===== config.mk =====
export PLATFORM = sky130hd
export DESIGN_NAME = pattern_match_top
export DESIGN_NICKNAME = d
export VERILOG_FILES = /design/src/rtl/pattern_match_top.sv
export SDC_FILE = /design/constraint.sdc
export NUM_CORES = 1
export LEC_CHECK = 0
export CAP_MARGIN = 0
export CORE_AREA = 3 3 40 42
export CTS_CLUSTER_DIAMETER = 40
export DETAILED_ROUTE_END_ITERATION = 8
export DIE_AREA = 0 0 43 45
export GPL_ROUTABILITY_DRIVEN = 0
export PLACE_DENSITY = 0.61
export SLEW_MARGIN = 10
export SYNTH_ARGS = -nofsm -noshare
export SYNTH_HDL_FRONTEND = slang
export SYNTH_SLANG_ARGS = --single-unit

===== constraint.sdc =====
create_clock -name clk -period 2.7 [get_ports clk]
set_clock_uncertainty 0.1 [all_clocks]
set_input_delay 0.54 -clock clk [delete_from_list [all_inputs] [get_ports clk]]
set_output_delay 0.54 -clock clk [all_outputs]
set_load 0.005 [all_outputs]

===== src/rtl/pattern_match_top.sv =====
// Pattern-search engine: counts 5-bit pattern hits in a 32-byte message held in its own memory.
// ack rises 37 cycles after a run begins; a start request is ignored while a run is in progress.
module pattern_match_dm #(
  parameter int DW = 8,
  parameter int AW = 8
) (
  input  logic          clk,
  input  logic          we_i,
  input  logic [AW-1:0] wa_i,
  input  logic [DW-1:0] wd_i,
  input  logic [AW-1:0] ra_a_i,
  output logic [DW-1:0] rd_a_o,
  input  logic [AW-1:0] ra_b_i,
  output logic [DW-1:0] rd_b_o
);
  // Deliberately not reset: preloaded contents must survive a reset pulse.
  logic [DW-1:0] core [0:(1<<AW)-1];

  always_ff @(posedge clk) begin
    if (we_i) core[wa_i] <= wd_i;
  end

  assign rd_a_o = core[ra_a_i];
  assign rd_b_o = core[ra_b_i];
endmodule

module pattern_match_top #(
  parameter int DW        = 8,
  parameter int AW        = 8,
  parameter int MSG_BYTES = 32
) (
  input  logic clk,
  input  logic reset,
  input  logic start,
  output logic ack
);
  localparam logic [2:0] INIT  = 3'd0;
  localparam logic [2:0] LDPAT = 3'd1;
  localparam logic [2:0] SCAN  = 3'd2;
  localparam logic [2:0] WR33  = 3'd3;
  localparam logic [2:0] WR34  = 3'd4;
  localparam logic [2:0] WR35  = 3'd5;
  localparam logic [2:0] DONE  = 3'd6;

  localparam logic [4:0]    LAST_IDX = 5'(MSG_BYTES - 1);
  localparam logic [AW-1:0] PAT_ADDR = AW'(MSG_BYTES);
  localparam logic [AW-1:0] CTB_ADDR = AW'(MSG_BYTES + 1);
  localparam logic [AW-1:0] CTO_ADDR = AW'(MSG_BYTES + 2);
  localparam logic [AW-1:0] CTS_ADDR = AW'(MSG_BYTES + 3);

  logic [2:0]    state_q, state_d;
  logic [4:0]    i_q, i_d;
  logic [4:0]    pat_q, pat_d;
  logic [7:0]    ctb_q, ctb_d;
  logic [7:0]    cto_q, cto_d;
  logic [7:0]    cts_q, cts_d;

  logic          we;
  logic [AW-1:0] wa, ra_a, ra_b;
  logic [DW-1:0] wd, rd_a, rd_b;
  logic [DW-1:0] byte_b, byte_n;
  logic [15:0]   word;
  logic [2:0]    inb_cnt;
  logic          inb_any;
  logic [3:0]    str_cnt;

  pattern_match_dm #(.DW(DW), .AW(AW)) dm1 (
    .clk    (clk),
    .we_i   (we),
    .wa_i   (wa),
    .wd_i   (wd),
    .ra_a_i (ra_a),
    .rd_a_o (rd_a),
    .ra_b_i (ra_b),
    .rd_b_o (rd_b)
  );

  assign ra_a   = (state_q == LDPAT) ? PAT_ADDR : AW'(i_q);
  assign ra_b   = AW'(i_q) + AW'(1);
  assign byte_b = rd_a;
  assign byte_n = (i_q == LAST_IDX) ? '0 : rd_b;
  assign word   = {byte_b, byte_n};

  always_comb begin
    inb_cnt = 3'd0;
    inb_any = 1'b0;
    for (int k = 0; k < 4; k++) begin
      if (byte_b[k +: 5] == pat_q) begin
        inb_cnt = inb_cnt + 3'd1;
        inb_any = 1'b1;
      end
    end
  end

  // On the last byte only windows lying wholly inside it count.
  always_comb begin
    str_cnt = 4'd0;
    for (int s = 8; s < 16; s++) begin
      if ((s >= 12 || i_q != LAST_IDX) && word[s-4 +: 5] == pat_q)
        str_cnt = str_cnt + 4'd1;
    end
  end

  always_comb begin
    state_d = state_q;
    i_d     = i_q;
    pat_d   = pat_q;
    ctb_d   = ctb_q;
    cto_d   = cto_q;
    cts_d   = cts_q;
    we      = 1'b0;
    wa      = CTB_ADDR;
    wd      = ctb_q;
    case (state_q)
      INIT: begin
        i_d     = '0;
        ctb_d   = '0;
        cto_d   = '0;
        cts_d   = '0;
        state_d = LDPAT;
      end
      LDPAT: begin
        pat_d   = rd_a[4:0];
        state_d = SCAN;
      end
      SCAN: begin
        ctb_d = ctb_q + {5'd0, inb_cnt};
        cto_d = cto_q + {7'd0, inb_any};
        cts_d = cts_q + {4'd0, str_cnt};
        if (i_q == LAST_IDX) state_d = WR33;
        else                 i_d     = i_q + 5'd1;
      end
      WR33: begin
        we      = 1'b1;
        state_d = WR34;
      end
      WR34: begin
        we      = 1'b1;
        wa      = CTO_ADDR;
        wd      = cto_q;
        state_d = WR35;
      end
      WR35: begin
        we      = 1'b1;
        wa      = CTS_ADDR;
        wd      = cts_q;
        state_d = DONE;
      end
      DONE: begin
        // A start here performs the INIT step on this edge so ack returns 37 cycles later.
        if (start) begin
          i_d     = '0;
          ctb_d   = '0;
          cto_d   = '0;
          cts_d   = '0;
          state_d = LDPAT;
        end
      end
      default: state_d = INIT;
    endcase
  end

  always_ff @(posedge clk or posedge reset) begin
    if (reset) begin
      state_q <= INIT;
      i_q     <= '0;
      pat_q   <= '0;
      ctb_q   <= '0;
      cto_q   <= '0;
      cts_q   <= '0;
    end else begin
      state_q <= state_d;
      i_q     <= i_d;
      pat_q   <= pat_d;
      ctb_q   <= ctb_d;
      cto_q   <= cto_d;
      cts_q   <= cts_d;
    end
  end

  assign ack = (state_q == DONE);
endmodule


==> results of run 1 <==
## metal layers
layer / global-route usage [%] / share of wire [%] / up-vias
li1: - / - / 154
met1: 12.00 / 48 / 145
met2: 14.07 / 45 / 8
met3: 6.375 / 5.8 / 2
met4: 1.807 / 1.1 / 0
met5: 0 / 0 / -
## Yosys cell counts (all sizes together)
library cell	n	area [um^2]
dfrtp	8	200.2
o21ai	6	33.78
a21oi	3	15.01
a22o	3	26.28
and3	3	20.02
ha	2	25.02
inv	2	7.510
mux2i	2	20.02
nand2	2	7.510
a21boi	1	7.510
buf	1	11.26
mux2	1	15.01
nand2b	1	6.260
nand3	1	5.000
nor2	1	3.750
nor2b	1	6.260
nor3	1	16.27
xnor2	1	8.760
## worst max-delay path by stage
stage | to | cells past startpoint
after detailed placement | ack | 3
after CTS | ack | 3
after global routing | ack | 3
after floorplan | i_q[0] | 6
final | ack | 3
after global placement | ack | 3
## state kept, by name, summed over array words and instances (netlist names)
name / count
state_q: 3
i_q: 5
## through the flow
stage               std cells  worst slack [ns]
floorplan                  40            0.9593
global placement           57            0.8217
global route               60            0.4506
detailed placement         57            0.8128
CTS                        60            0.5344
finish                     60            0.5486
## power groups by stage
stage / logic, mW / registers (mW) / clock network, mW
floorplan: 0.159 / 0.209 / 0
global placement: 0.171 / 0.229 / 0
detailed placement: 0.172 / 0.230 / 0
CTS: 0.173 / 0.230 / 0.0955
global route: 0.191 / 0.237 / 0.104
finish: 0.170 / 0.232 / 0.0927
## logic make-up (layout without fill, tap and decap cells)
logic type               count (synthesis)  count (layout)  share of synthesized area, %
adder cells (fa/ha/maj)                  2               2                         5.746
flip-flops                               8               8                         45.98
AO/OA/AOI/OAI                           13              13                         18.97
XOR/XNOR                                 1               1                         2.012
AND/OR/NAND/NOR                         10              10                         14.94
buffers and inverters                    3               8                         4.311
multiplexers                             3               3                         8.045
## layout by cell type, fill, tap and decap left out, types with 2 or more instances in the layout
| cell | synthesis | final |
|---|---|---|
| dfrtp_1 | 8 | 8 |
| clkbuf_4 | 0 | 3 |
| clkdlybuf4s50_1 | 0 | 3 |
| o21ai_0 | 5 | 5 |
| nand2_1 | 2 | 2 |
| ha_1 | 2 | 2 |
| a22o_1 | 3 | 3 |
| and3_1 | 2 | 2 |
| inv_1 | 2 | 2 |
| mux2i_1 | 2 | 2 |
| a21oi_1 | 3 | 3 |
## area by class of cell
| class | count | area [um^2] | area share [%] |
|---|---|---|---|
| Multi-Input combinational cell | 29 | 216.5 | 43.69 |
| Tap cell | 15 | 18.77 | 3.788 |
| Clock buffer | 3 | 22.52 | 4.545 |
| Sequential cell | 8 | 200.2 | 40.40 |
| Timing Repair Buffer | 3 | 30.03 | 6.061 |
| Inverter | 2 | 7.507 | 1.515 |
==> flow_summary.yaml, run 1 <==
run_status:
  status: "finished clean"
final_layout:
  finish.net_count: 52
  final_area_um2: 495.5
  diodes: 0
  area_delta_synth_final_pct: 13.79
  post-route-util_pct: 38.56
  n_fill_cell: 129
  drive_gt1_share_pct: 15.56
grt:
  grt_pass1_wl_um: 1324
  groute.usage.overall_pct: 9.612
  grt_pass1_vias: 290
  grt_max_degree: 10
  antenna_found_initial: 0
  overflow: 0
route:
  wire_per_inst_um: 12.65
  num_vias: 309
  wl_um: 759
  firstDrtPassIters: 3
  drc_errors: 0
  ant_nets: 0
  drtIter0Drc: 4
  post_drt_via_cell_ratio: 5.150
logic_synthesis:
  netlist_instances: 40
  yosys_warnings: 0
  netlist_area_um2: 435.4
  synth-seq-area-share_pct: 45.98
  synth-seq-cells: 8
  syn_nets: 45
  ys_types: 20
  synth_area_per_cell_um2: 10.89
placed_design:
  dpl_cell_area_um2: 473.0
  numPortBuffers: 3
die:
  io_pins: 4
  start_util_pct: 33.89
  die_h_um: 45
  coreArea_mm2: 0.001285
  num_rows: 13
  dieArea_mm2: 0.001935
  die_w_um: 43
power:
  power-per-cell-area_mw_per_mm2: 998.2
  power_mw: 0.4946
  ir_worst_vdd_mv: 0.4673
  seqPwrFrac_pct: 46.8
  pwr-share-clk_pct: 18.7
  switchingPower_mw: 0.1879
  switching_share_pct: 37.99
  leakage_nw: 0.2309
  internal-power_mw: 0.3067
  combinationalPowerShare_pct: 34.4
clocking:
  clk_pin_slew_worst_paths_ns: 0.06
  tritoncts: "built"
  htree_num_levels: 1
  cts_num_sinks: 8
  clock_tree.root_cell: "clkbuf_4"
  tritoncts.num_buffers: 3
  insertion_delay_ns: 0.25
  clock_path_buffers: 2
  postCtsHoldBufs: 0
  cts_setup_buffers: 0
  post_cts_resized: 0
worst_setup_path:
  cp-end-kind: "output port"
  crit_chain: "inv_1 > and3_2 > clkdlybuf4s50_1"
  critPathKind: "flop to output port"
  critPathTopFamily: "buffers and inverters"
  crit_slowest_cell: "clkdlybuf4s50_1"
  r2r-end: "i_q[0]"
  critPathLaunch: "state_q[0]"
  cp_max_fo: 7
  path_buf_inv: 2
  rrSetupSlack_ns: 0.80
  crit_arrival_ns: 1.51
  critPathRequiredTime_ns: 2.06
  cpPeakStageDelay_ns: 0.49
  worstReg2RegStart: "i_q[0]"
  critPathLaunchType: "flop"
  worst-r2r-cell-count: 6
timing:
  setup_viol: 0
  slew_viol_final: 0
  rsz0062_at_grt: "no"
  min_period_over_period_pct: 79.68
  worst_slew_pin_slew_ns: 0.2996
  max_freq_mhz: 464.8
  whs_ns: 0.4173
  tns_ns: 0
  period_needed_ns: 2.151
  hold_viol: 0
  relSlewSlack_pct: 80.01
min_path:
  hold_end: "i_q[4]"
  hold_path.class: "flop to flop"
  hold_depth: 1
  hold_path_startpoint: "i_q[4]"
flow_run:
  maxCapViolCount: 0
(Power assumes the default switching activity.)
==> run 2, diff against run 1 <==
--- a/config.mk
+++ b/config.mk
@@ -11,7 +11,7 @@
 export DETAILED_ROUTE_END_ITERATION = 8
 export DIE_AREA = 0 0 43 45
 export GPL_ROUTABILITY_DRIVEN = 0
-export PLACE_DENSITY = 0.61
+export PLACE_DENSITY = 0.63
 export SLEW_MARGIN = 10
 export SYNTH_ARGS = -nofsm -noshare
 export SYNTH_HDL_FRONTEND = slang
==> constraint.sdc (replaced) <==
create_clock -name clk -period 1.8 [get_ports clk]
set_clock_uncertainty 0.1 [all_clocks]
set_input_delay 0.36 -clock clk [delete_from_list [all_inputs] [get_ports clk]]
set_output_delay 0.36 -clock clk [all_outputs]
set_load 0.005 [all_outputs]
==> run 2 against run 1 <==
Total power rose by 67%. Global-route usage rose by 1.5 points. Sequential cell count did not move. First-iteration DRC count rose by 75%. Combinational power rose by 130%. Worst setup slack got worse by 0.48 ns. Clock power rose by 54%. Routed wire length rose by 19%. Final cell count rose by 10%. Cell area rose by 11%. Utilization rose by 4.1 points. Critical endpoint is now i_q[0]. Largest power group is now combinational logic.
==> flow_summary.yaml, run 2 (same netlist as run 1, synthesis figures left out) <==
run_status:
  status: "finished clean"
die:
  die_w_um: 43
  die_h_um: 45
  io_pins: 4
  coreArea_mm2: 0.001285
  start_util_pct: 33.89
  dieArea_mm2: 0.001935
  num_rows: 13
power:
  leakage_nw: 0.2596
  power-per-cell-area_mw_per_mm2: 1508
  switching_share_pct: 37.58
  ir_worst_vdd_mv: 0.4635
  internal-power_mw: 0.5158
  power_mw: 0.8265
  pwr-share-clk_pct: 17.3
  switchingPower_mw: 0.3106
  combinationalPowerShare_pct: 46.9
  seqPwrFrac_pct: 35.8
worst_setup_path:
  critPathLaunch: "i_q[1]"
  critPathRequiredTime_ns: 1.84
  critPathKind: "flop to flop"
  rrSetupSlack_ns: 0.06
  critPathLaunchType: "flop"
  worstReg2RegStart: "i_q[1]"
  crit_arrival_ns: 1.78
  worst-r2r-cell-count: 6
  crit_path_end: "i_q[0]"
  r2r-end: "i_q[0]"
  cp-end-kind: "flop"
  cp_max_fo: 4
grt:
  antenna_found_initial: 0
  overflow: 0
  grt_max_degree: 9
  grt_pass1_vias: 329
  groute.usage.overall_pct: 11.08
  grt_pass1_wl_um: 1490
final_layout:
  drive_gt1_share_pct: 33.33
  final_cell_mix: "dfrtp_1 (8), buf_4 (6), o21ai_0 (5)"
  final_area_um2: 548.0
  finish.net_count: 58
  largest_reg_flops: 5
  post-route-util_pct: 42.65
  area_delta_synth_final_pct: 25.86
  regMostFlops: "i_q"
  mostFrequentLayoutCell: "dfrtp_1"
  largest_registers: "i_q (5), state_q (3)"
  diodes: 0
placed_design:
  numPortBuffers: 3
  hpwl_um: 590.9
  dpl_cell_area_um2: 518.0
clocking:
  htree_num_levels: 1
  postCtsHoldBufs: 0
  tritoncts.num_buffers: 3
  cts_setup_buffers: 0
  clk_pin_slew_worst_paths_ns: 0.06
  insertion_delay_ns: 0.26
  cts_num_sinks: 8
  tritoncts: "built"
  clock_tree.root_cell: "clkbuf_4"
  clock_path_buffers: 2
route:
  num_vias: 334
  firstDrtPassIters: 4
  wire_per_inst_um: 13.74
  drc_errors: 0
  post_drt_via_cell_ratio: 5.061
  ant_nets: 0
  wl_um: 907
  drtIter0Drc: 7
timing:
  slew_viol_final: 0
  max_freq_mhz: 576.1
  relSlewSlack_pct: 78.65
  min_period_over_period_pct: 96.44
  setup_viol: 0
  period_needed_ns: 1.736
  worst_slew_pin_slew_ns: 0.3198
  hold_viol: 0
min_path:
  hold_path.class: "input pin to async pin"
flow_run:
  maxCapViolCount: 0
==> run 2: cell types whose count changed in the layout (fill, tap and decap cells not counted), sizes merged <==
cell | previous run | this run
dlygate4sd2 | 0 | 1
buf | 0 | 6
clkdlybuf4s50 | 3 | 2
==> run 2: cell type report <==
class	count	area, um^2
fillers	125	737.0
multi-input cells	29	225.2
flip-flops and latches	8	200.2
repair buffers	9	73.82
clock buffers	3	22.52
well taps	15	18.77
inverters	2	7.507
==> run 2: routing by layer <==
layer / GRT usage [%] / part of all wire, % / up-vias
li1: - / - / 167
met1: 13.33 / 44 / 158
met2: 16.17 / 49 / 5
met3: 2.390 / 4.3 / 4
met4: 10.84 / 3.3 / 0
met5: 0 / 0 / -
==> run 2: what timing repair did <==
item                                    CTS  global route
pin swaps                                 0             1
gates resized for setup                   2             3
endpoints found under the setup margin    1             4
==> run 2: how the worst min path moves through the flow <==
stage	to	cells past startpoint
after global routing	i_q[1]	2
after global placement	i_q[4]	1
final	i_q[1]	2
after detailed placement	i_q[4]	1
after CTS	i_q[1]	2
after floorplan	i_q[0]	1
==> run 2: power groups by stage <==
stage | Combinational [mW] | Clock [mW] | Sequential, mW
2_1_floorplan | 0.238 | 0 | 0.313
3_3_place_gp | 0.376 | 0 | 0.289
3_5_place_dp | 0.377 | 0 | 0.293
4_1_cts | 0.380 | 0.148 | 0.294
5_1_grt | 0.436 | 0.156 | 0.305
6_report | 0.387 | 0.143 | 0.296
==> run 2: worst max-delay path, cell delays in order, from the launching register on <==
cell	delay, ns
dfrtp_1	0.41
ha_2	0.19
and3_1	0.18
ha_2	0.19
a21oi_2	0.16
o21ai_2	0.11
mux2_4	0.27
==> run 2: metrics by stage <==
step,worst slack (ns),hold slack [ns],std cells,setup TNS [ns]
2_1_floorplan,0.05927,0.07566,40,0
3_3_place_gp,0.06537,0.4026,63,0
3_5_place_dp,0.06030,0.4157,63,0
4_1_cts,0.01945,0.2541,66,0
5_1_grt,-0.01535,0.2642,66,-0.03415
6_report,0.06410,0.2401,66,0
==> run 3, diff against run 2 <==
--- a/config.mk
+++ b/config.mk
@@ -12,6 +12,7 @@
 export DIE_AREA = 0 0 43 45
 export GPL_ROUTABILITY_DRIVEN = 0
 export PLACE_DENSITY = 0.63
+export RECOVER_POWER = 100
 export SLEW_MARGIN = 10
 export SYNTH_ARGS = -nofsm -noshare
 export SYNTH_HDL_FRONTEND = slang
==> run 3 against run 2 <==
Sequential share of layout area up 0.25 points. Fmax about the same. Critical endpoint unchanged. First-iteration DRC count down 14%.
==> flow_summary.yaml, run 3 (same netlist as run 1, synthesis figures left out) <==
run_status:
  status: "finished clean"
final_layout:
  regArea_um2: 200.2
  largest_registers: "i_q (5), state_q (3)"
  largest_reg_flops: 5
  diodes: 0
  regMostFlops: "i_q"
  n_fill_cell: 125
  mostFrequentLayoutCell: "dfrtp_1"
  drive_gt1_share_pct: 31.37
  final_cell_mix: "dfrtp_1 (8), o21ai_0 (5), buf_4 (5)"
  multiInputGateArea_um2: 225.2
  finish.net_count: 58
  area_delta_synth_final_pct: 25.00
clocking:
  tritoncts: "built"
  insertion_delay_ns: 0.26
  htree_num_levels: 1
  tritoncts.num_buffers: 3
  clock_tree.root_cell: "clkbuf_4"
  clk_pin_slew_worst_paths_ns: 0.06
  cts_num_sinks: 8
  clock_path_buffers: 2
worst_setup_path:
  worstReg2RegStart: "i_q[1]"
  critPathLaunchType: "flop"
  critPathTopFamily: "flip-flops"
  cp-end-kind: "flop"
  crit_chain: "ha_2 > and3_1 > ha_2 > a21oi_2 > o21ai_2 > mux2_4"
  cp_max_fo: 4
  worst-r2r-cell-count: 6
  path_buf_inv: 0
  cp_common_cell: "ha_2"
  critPathRequiredTime_ns: 1.84
  rrSetupSlack_ns: 0.06
  crit_slowest_cell: "dfrtp_1"
  crit_arrival_ns: 1.78
  cpPeakStageDelay_ns: 0.41
  critPathKind: "flop to flop"
  r2r-end: "i_q[0]"
route:
  drtIter0Drc: 6
  post_drt_via_cell_ratio: 5.061
  firstDrtPassIters: 4
  ant_nets: 0
  drc_errors: 0
  wire_per_inst_um: 13.68
  num_vias: 334
  wl_um: 903
grt:
  overflow: 0
  groute.usage.overall_pct: 11.08
  grt_pass1_wl_um: 1490
  use_met3_pct: 2.390
  met2_usage_pct: 16.17
  grt-busiest-layer: "met2"
  met1_usage_pct: 13.33
  grt_max_degree: 9
  antenna_found_initial: 0
  grt_pass1_vias: 329
placed_design:
  numPortBuffers: 3
  dp_slack_ns: 0.06030
  hpwl_um: 590.9
die:
  start_util_pct: 33.89
  dieArea_mm2: 0.001935
  io_pins: 4
  die_h_um: 45
  num_rows: 13
  die_w_um: 43
  coreArea_mm2: 0.001285
timing:
  max_freq_mhz: 576.1
  tns_ns: 0
  slew_viol_final: 0
  timing.final.ws_setup_ns: 0.06410
  min_period_over_period_pct: 96.44
  relSlewSlack_pct: 78.67
  worst_slew_pin_slew_ns: 0.3196
  hold_viol: 0
  period_needed_ns: 1.736
  setup_viol: 0
power:
  leakage_nw: 0.2565
  power-per-cell-area_mw_per_mm2: 1514
  ir_worst_vdd_mv: 0.4628
flow_run:
  maxCapViolCount: 0
min_path:
  hold_path.class: "input pin to async pin"
==> run 3: cell types whose count changed in the layout (fill, tap and decap cells not counted), sizes merged <==
| cell | delta |
|---|---|
| dlygate4sd3 | +2 |
| buf | -1 |
| clkbuf | +1 |
| clkdlybuf4s50 | -2 |
==> run 3: how the worst max path moves through the flow <==
stage                 from      to  slack [ns]  depth (start not counted)
floorplan           i_q[0]  i_q[0]        0.06                          6
global placement    i_q[1]  i_q[0]        0.07                          6
detailed placement  i_q[1]  i_q[0]        0.06                          6
CTS                 i_q[1]  i_q[0]        0.02                          6
global route        i_q[1]  i_q[4]       -0.02                          6
finish              i_q[1]  i_q[0]        0.06                          6
==> run 3: cell type report <==
cell class / count / area share, %
flip-flops and latches: 8 / 36.78
well taps: 15 / 3.448
inverters: 2 / 1.379
multi-input cells: 29 / 41.38
repair buffers: 9 / 12.87
clock buffers: 3 / 4.138
==> run 3: power by group <==
group	total, mW	switching [mW]	internal [mW]
Clock	0.143	0.0665	0.0767
Combinational	0.385	0.196	0.189
Sequential	0.296	0.0478	0.248
Total	0.824	0.310	0.514
==> run 3: metrics by stage <==
| step | cell area (um^2) | cells | power, mW | hold slack, ns | util, % |
|---|---|---|---|---|---|
| floorplan | 435.4 | 40 | 0.5513 | 0.07566 | - |
| global placement | 518.0 | 63 | 0.6654 | 0.4026 | 40.31 |
| detailed placement | 518.0 | 63 | 0.6701 | 0.4157 | 40.31 |
| CTS | 539.3 | 66 | 0.8213 | 0.2541 | 41.97 |
| global route | 544.3 | 66 | 0.8949 | 0.4016 | 42.36 |
| finish | 544.3 | 66 | 0.8243 | 0.3778 | 42.36 |
==> run 3: per-layer routing <==
layer | part of all wire [%] | vias up
met2 | 49 | 5
li1 | - | 167
met5 | 0 | -
met3 | 4.2 | 4
met4 | 3.3 | 0
met1 | 44 | 158
==> run 3: repair_timing <==
item                                    CTS  global route
hold buffers                              0             0
setup buffers                             0             0
gates resized for setup                   2             3
endpoints found under the setup margin    1             4
pin swaps                                 0             1
